File: src/rtl/reg_write_arbiter.sv
// Register-file write-port arbiter. After reset it sweeps all 32 registers (SP gets SP_INIT),
// then arbitrates two writeback requesters with a 1-bit round-robin pointer.
module reg_write_arbiter #(
  parameter logic [31:0] SP_INIT = 32'h00001FFF
) (
  input  logic        Clock,
  input  logic        Reset_n,
  input  logic        Init_Req,
  input  logic        A_Valid,
  input  logic [4:0]  A_Reg,
  input  logic [31:0] A_Data,
  output logic        A_Ready,
  input  logic        B_Valid,
  input  logic [4:0]  B_Reg,
  input  logic [31:0] B_Data,
  output logic        B_Ready,
  output logic        Reg_Write,
  output logic [4:0]  Write_Reg,
  output logic [31:0] Write_Data,
  output logic        Init_Busy,
  output logic [15:0] Write_Count
);

  localparam logic [0:0] ST_INIT = 1'b0;
  localparam logic [0:0] ST_RUN  = 1'b1;
  localparam logic       PTR_A   = 1'b0;
  localparam logic       PTR_B   = 1'b1;

  logic [0:0]  state;
  logic [4:0]  cnt;
  logic        rr_ptr;
  logic        accept_en;
  logic        grant_a;
  logic        grant_b;
  logic [4:0]  sel_reg;
  logic [31:0] sel_data;

  // NOTE: every always_comb output gets a default first so no path leaves it unassigned (no latch).
  always_comb begin
    accept_en = 1'b0;
    grant_a   = 1'b0;
    grant_b   = 1'b0;
    if (state == ST_RUN && !Init_Req) begin
      accept_en = 1'b1;
    end
    if (accept_en) begin
      grant_a = A_Valid && (!B_Valid || rr_ptr == PTR_A);
      grant_b = B_Valid && (!A_Valid || rr_ptr == PTR_B);
    end
  end

  assign A_Ready   = grant_a;
  assign B_Ready   = grant_b;
  assign sel_reg   = grant_b ? B_Reg  : A_Reg;
  assign sel_data  = grant_b ? B_Data : A_Data;
  assign Init_Busy = (state == ST_INIT);

  // NOTE: sequential state uses non-blocking assignments so every register samples pre-edge values.
  always_ff @(posedge Clock or negedge Reset_n) begin
    if (!Reset_n) begin
      state       <= ST_INIT;
      cnt         <= '0;
      rr_ptr      <= PTR_A;
      Reg_Write   <= 1'b0;
      Write_Reg   <= '0;
      Write_Data  <= '0;
      Write_Count <= '0;
    end else if (state == ST_INIT) begin
      Reg_Write  <= 1'b1;
      Write_Reg  <= cnt;
      Write_Data <= (cnt == 5'd29) ? SP_INIT : 32'h0;
      cnt        <= cnt + 5'd1;
      if (cnt == 5'd31) begin
        state <= ST_RUN;
      end
    end else if (Init_Req) begin
      // Readies are already forced low this cycle, so nothing in flight is dropped.
      state     <= ST_INIT;
      cnt       <= '0;
      Reg_Write <= 1'b0;
    end else if (grant_a || grant_b) begin
      Reg_Write  <= (sel_reg != 5'd0);
      Write_Reg  <= sel_reg;
      Write_Data <= sel_data;
      rr_ptr     <= grant_a ? PTR_B : PTR_A;
      if (sel_reg != 5'd0 && Write_Count != 16'hFFFF) begin
        Write_Count <= Write_Count + 16'd1;
      end
    end else begin
      Reg_Write <= 1'b0;
    end
  end

endmodule

File: config.mk
export PLATFORM = sky130hd
export DESIGN_NAME = reg_write_arbiter
export DESIGN_NICKNAME = d
export VERILOG_FILES = /design/src/rtl/reg_write_arbiter.sv
export SDC_FILE = /design/constraint.sdc
export NUM_CORES = 1
export LEC_CHECK = 0
export CAP_MARGIN = 40
export CORE_ASPECT_RATIO = 1.25
export CORE_MARGIN = 2
export CORE_UTILIZATION = 46
export DETAILED_ROUTE_END_ITERATION = 16
export GPL_TIMING_DRIVEN = 0
export PLACE_DENSITY = 0.89
export REMOVE_ABC_BUFFERS = 1
export SYNTH_ARGS = -nofsm -noshare
export SYNTH_HDL_FRONTEND = slang
export SYNTH_SLANG_ARGS = --single-unit
File: constraint.sdc
create_clock -name Clock -period 4.86 [get_ports Clock]
set_input_delay 0.972 -clock Clock [delete_from_list [all_inputs] [get_ports Clock]]
set_output_delay 0.972 -clock Clock [all_outputs]
set_load 0.01 [all_outputs]
# After elaboration in Yosys (flattened, before gate mapping)
# Cells that the tools add are included.
# Widths: inputs -> output; s select.
# word_totals
input_bits	79
ff_bits	61
output_inout_bits	57
elab_cells	53
# classes
eq_ne	6
n_addsub	2
n_mux	21
n_reduce_logical	14
n_bitwise	3
# op_table
cell	n
$mux 32	4
$mux 5	6
$add 16x1->16 const B	1
$ne 16x16->1 const B	1
$mux 13	1
$eq 5x5->1 const B	2
$mux 1	10
$add 5x1->5 const B	1
$reduce_bool 5->1	1
$logic_and 1x1->1	4
$ne 2x2->1 const B	2
$reduce_and 4->1	1
$logic_not 1->1	3
$logic_or 1x1->1	3
$not 1->1	3
$reduce_and 3->1	1
$ne 2x1->1 const B	1
$reduce_and 2->1	1

# Depth between registers and ports, before layout
# Gate-level depths: netlist (run 1).
# logic_depth
depth_word	9
ltp_mapped	8
depth_no_buf	6

# Least setup slack after synthesis (run 1)
# OpenSTA, ideal clock, no wires.
# synth_path
path_kind	input -> output
startpoint	in Init_Req
endpoint	out B_Ready
path_stages	5
t_arrival_ns	1.659
path_slack_ns	2.229
t_required_ns	3.888
n_path_buf	2
path_cell_list	nor2b_1 buf_4 nand3_1 inv_2 buf_2
# synth_via
elab_chain_cells	4
# synth_lines
element	line	text
from (decl)	8	input logic Init_Req,
$logic_not 1->1	43	if (state == ST_RUN && !Init_Req) begin
$logic_and 1x1->1	43	
$mux 1	43	
$mux 1	46	if (accept_en) begin
to (decl)	16	output logic B_Ready,
# Every way passes these cells.

# Worst setup path in the final report (run 1)
# Ends and elaborated chain as after synthesis.

==> metrics.txt, run 1 <==
fin. max-slew vios=0; Antenna Diode Count=0; r2r setup slk=~1.2 ns; worst-case clock buffer depth=2; reg2reg start=state; IO Pins=136; post-route antenna net violation count=0; CP Data Required Time=between 3 and 4 ns; combinational share of power=roughly 32%; setup ws final=0.2800 ns; CTS sink count=61; worst skew pair latency=0.33 ns; Avg Inst Size Synth=10.20 sq um; most numerous cell in the Yosys netlist=dfrtp_1; sequential share of power=about 40%; Top FF cell, synth=dfrtp_1; Int Power=roughly 1.3 mW; post-CTS setup buffers=0; synth warn=0; sw power=between 0.5 and 0.6 mW; Core Util, Final=around three quarters; Synth Area in Simple Gates=18.64%; Total Nets Final=a little over 500; Worst-Margin Slew=about 0.86 ns; Routed wire per std cell=16.05 um; HPWL Detailed=about 6300 um; filler-free cell count of the finished design=between 500 and 600; Hold Fails Final Rpt=0; post-synthesis compound-gate area fraction=13.63%; Rows=33; Crit Path Max Fanout=21; Static Leak=~2.2 nW; area leader, netlist=dfrtp_1; largest family of logic cells by synthesized area=simple AND/OR/NAND/NOR gates; Clock Tree Root=clkbuf_8; die area=0.007420 sq mm; All-Layer GR Usage=roughly 23%; CTS tree=yes; initial antenna violation count=0; FF-to-FF path depth=6; multiplexer share of the synthesized area=under 10%; Synth async-reset ratio=100.0%; Synth top cells by count=61 x dfrtp_1, 41 x nand2_1, 31 x nand3_1; # DRC=0; routed vias=~2,900; Die H=95.81 um; top post-synthesis cells by area=dfrtp_1 49%, mux2i_1 7.1%, nand3_1 5.0%; Reg-to-Reg End=Write_Count[14]; Crit Path Category=primary input to output pin; Worst Setup SP=Init_Req; final period utilization=a little over nine tenths; Post-Synth Adder-Cell Area=1.614%; grt ovf=0; core box area=around 0.0066 sq mm; Sw Ratio=29.68%; area share of the largest cell type after synthesis=49.21%; Via-to-Cell Ratio=roughly 5.5; XOR/XNOR share of the synthesized area=between 3 and 4%; Post-synth EDFFs=0; total iterations of the first detailed-routing run=5; layout cell share with drive strength beyond 1=7.289%; Worst Setup End Kind=output pin; Final Wtd Congestion=0.8288; Place WS=0.06398 ns; Fmax=approximately 220 MHz; number of global-route vias before repair=around 2,800; min Tclk post-route=~4.6 ns; Unique masters post-synth=43; Worst EP arrival=roughly 3.6 ns; Post-Syn Area=0.003102 sq mm; RSZ-0062 raised after global routing=false; worst hold path depth=1; final setup vio count=0; critical path launch point type=primary input; Max VDD drop=about 0.23 mV; Synth Register Bits=between 60 and 70; post-synthesis instance total=a little over 300; first-pass GRT wire length=~13,000 um; synthesis-to-layout area growth=54.82%; First DRT Iteration DRCs=173; Starting Density=between 40% and 50%; clock share of power=between 20% and 30%; I/O Buffers=~140; Slew HR=between 40% and 50%; Clock Skews=0.007248 ns; Critical Path End=B_Ready; H-tree Lvls=3; Max Cap Violations=0; largest net degree at the start of global routing=between 40 and 50; status=complete, no violations; HP Class=flip-flop to flip-flop; DRT Wirelength=~8400 um; Seq/Total Area, Yosys=about half; Die W=77.45 um; CTS buffer count=9; dpl cells=a little over 500; Worst-path clk slew=around 0.060 ns; power per cell area=376.9 mW/mm^2
==> critical path: stages <==
cell,delay (ns)
clkdlybuf4s50_1,0.49
nor2b_2,0.44
nand3_2,0.56
inv_2,0.51
clkdlybuf4s50_1,0.61
==> cell usage in the layout (no fill, tap or decap), types with 3 or more instances in the layout <==
cell and instances:
o221ai_1 4, nand3_1 30, buf_16 3, a21oi_1 15, nand4_1 3, nor3_1 4
mux2i_1 22, xnor2_1 3, nor4_2 5, xor2_1 11, and4_1 3, dfrtp_1 61
inv_1 6, ha_1 4, mux2_1 3, o22a_1 13, nand2b_1 3, clkdlybuf4s50_1 134
o21ai_0 25, nor4_1 3, nand2_1 41, clkbuf_8 11
==> layout make-up <==
class | instances | area (sq um)
Clock buffer | 13 | 158.9
Clock inverter | 3 | 67.56
Fill cell | 478 | 1763
Inverter | 8 | 30.03
Multi-Input combinational cell | 215 | 1461
Sequential cell | 61 | 1526
Tap cell | 87 | 108.9
Timing Repair Buffer | 139 | 1449
==> timing repair <==
item                       in CTS  in global routing
hold buffers                    0                  0
setup endpoints to repair       0                  1
gates resized for setup         0                  1
==> power by group through the flow <==
stage	Clock [mW]	Sequential (mW)	Combinational [mW]
after floorplan	0	0.757	0.200
after CTS	0.516	0.723	0.586
after detailed placement	0	0.730	0.585
final	0.508	0.723	0.579
after global routing	0.536	0.738	0.628
after global placement	0	0.726	0.534
==> per-layer routing <==
metal	wire, um	part of all wire [%]	vias to the layer above	GRT usage, %
met3	506	6.0	20	4.597
li1	-	-	1351	-
met4	176	2.1	0	11.61
met2	4565	54	113	41.81
met5	0	0	-	0
met1	3195	38	1386	25.63
==> stage by stage <==
stage,hold WS (ns),area [sq um],total power [mW],TNS (ns)
after floorplan,0.4702,2999,0.9569,0
after global placement,0.4893,4459,1.260,-43.88
after detailed placement,0.4964,4573,1.315,0
after CTS,0.5108,4800,1.825,0
after global routing,0.5171,4802,1.902,0
final,0.5083,4802,1.810,0
==> logic make-up after synthesis <==
group                      after synthesis
adders and majority gates                4
xor gates and xnor gates                14
DFF                                     61
AOI/OAI and AO/OA                       65
muxes                                   26
buffers and inverters                   28
and+or+nand+nor                        106
==> worst min-delay path by stage <==
stage                               from             end  slack (ns)
after global placement     Write_Data[7]   Write_Data[7]        0.49
after floorplan                   rr_ptr          rr_ptr        0.47
final                     Write_Data[10]  Write_Data[10]        0.51
after global routing      Write_Data[12]  Write_Data[12]        0.52
after detailed placement  Write_Data[10]  Write_Data[10]        0.50
after CTS                 Write_Data[10]  Write_Data[10]        0.51
==> sequential cells by signal, summed over array words and instances (netlist names) <==
register / count
Write_Data: 32
Write_Count: 16
Write_Reg: 5
cnt: 5
Reg_Write: 1
rr_ptr: 1
state: 1
No activity file was read; power rests on OpenSTA's default activity.
==> run 2: changes to the inputs <==
--- a/config.mk
+++ b/config.mk
@@ -9,7 +9,9 @@
 export CORE_ASPECT_RATIO = 1.25
 export CORE_MARGIN = 2
 export CORE_UTILIZATION = 46
+export CTS_CLUSTER_SIZE = 24
 export DETAILED_ROUTE_END_ITERATION = 16
+export GPL_ROUTABILITY_DRIVEN = 0
 export GPL_TIMING_DRIVEN = 0
 export PLACE_DENSITY = 0.89
 export REMOVE_ABC_BUFFERS = 1
==> results of run 2 <==
The final DEF is identical to that of run 1; final timing and power are the same.
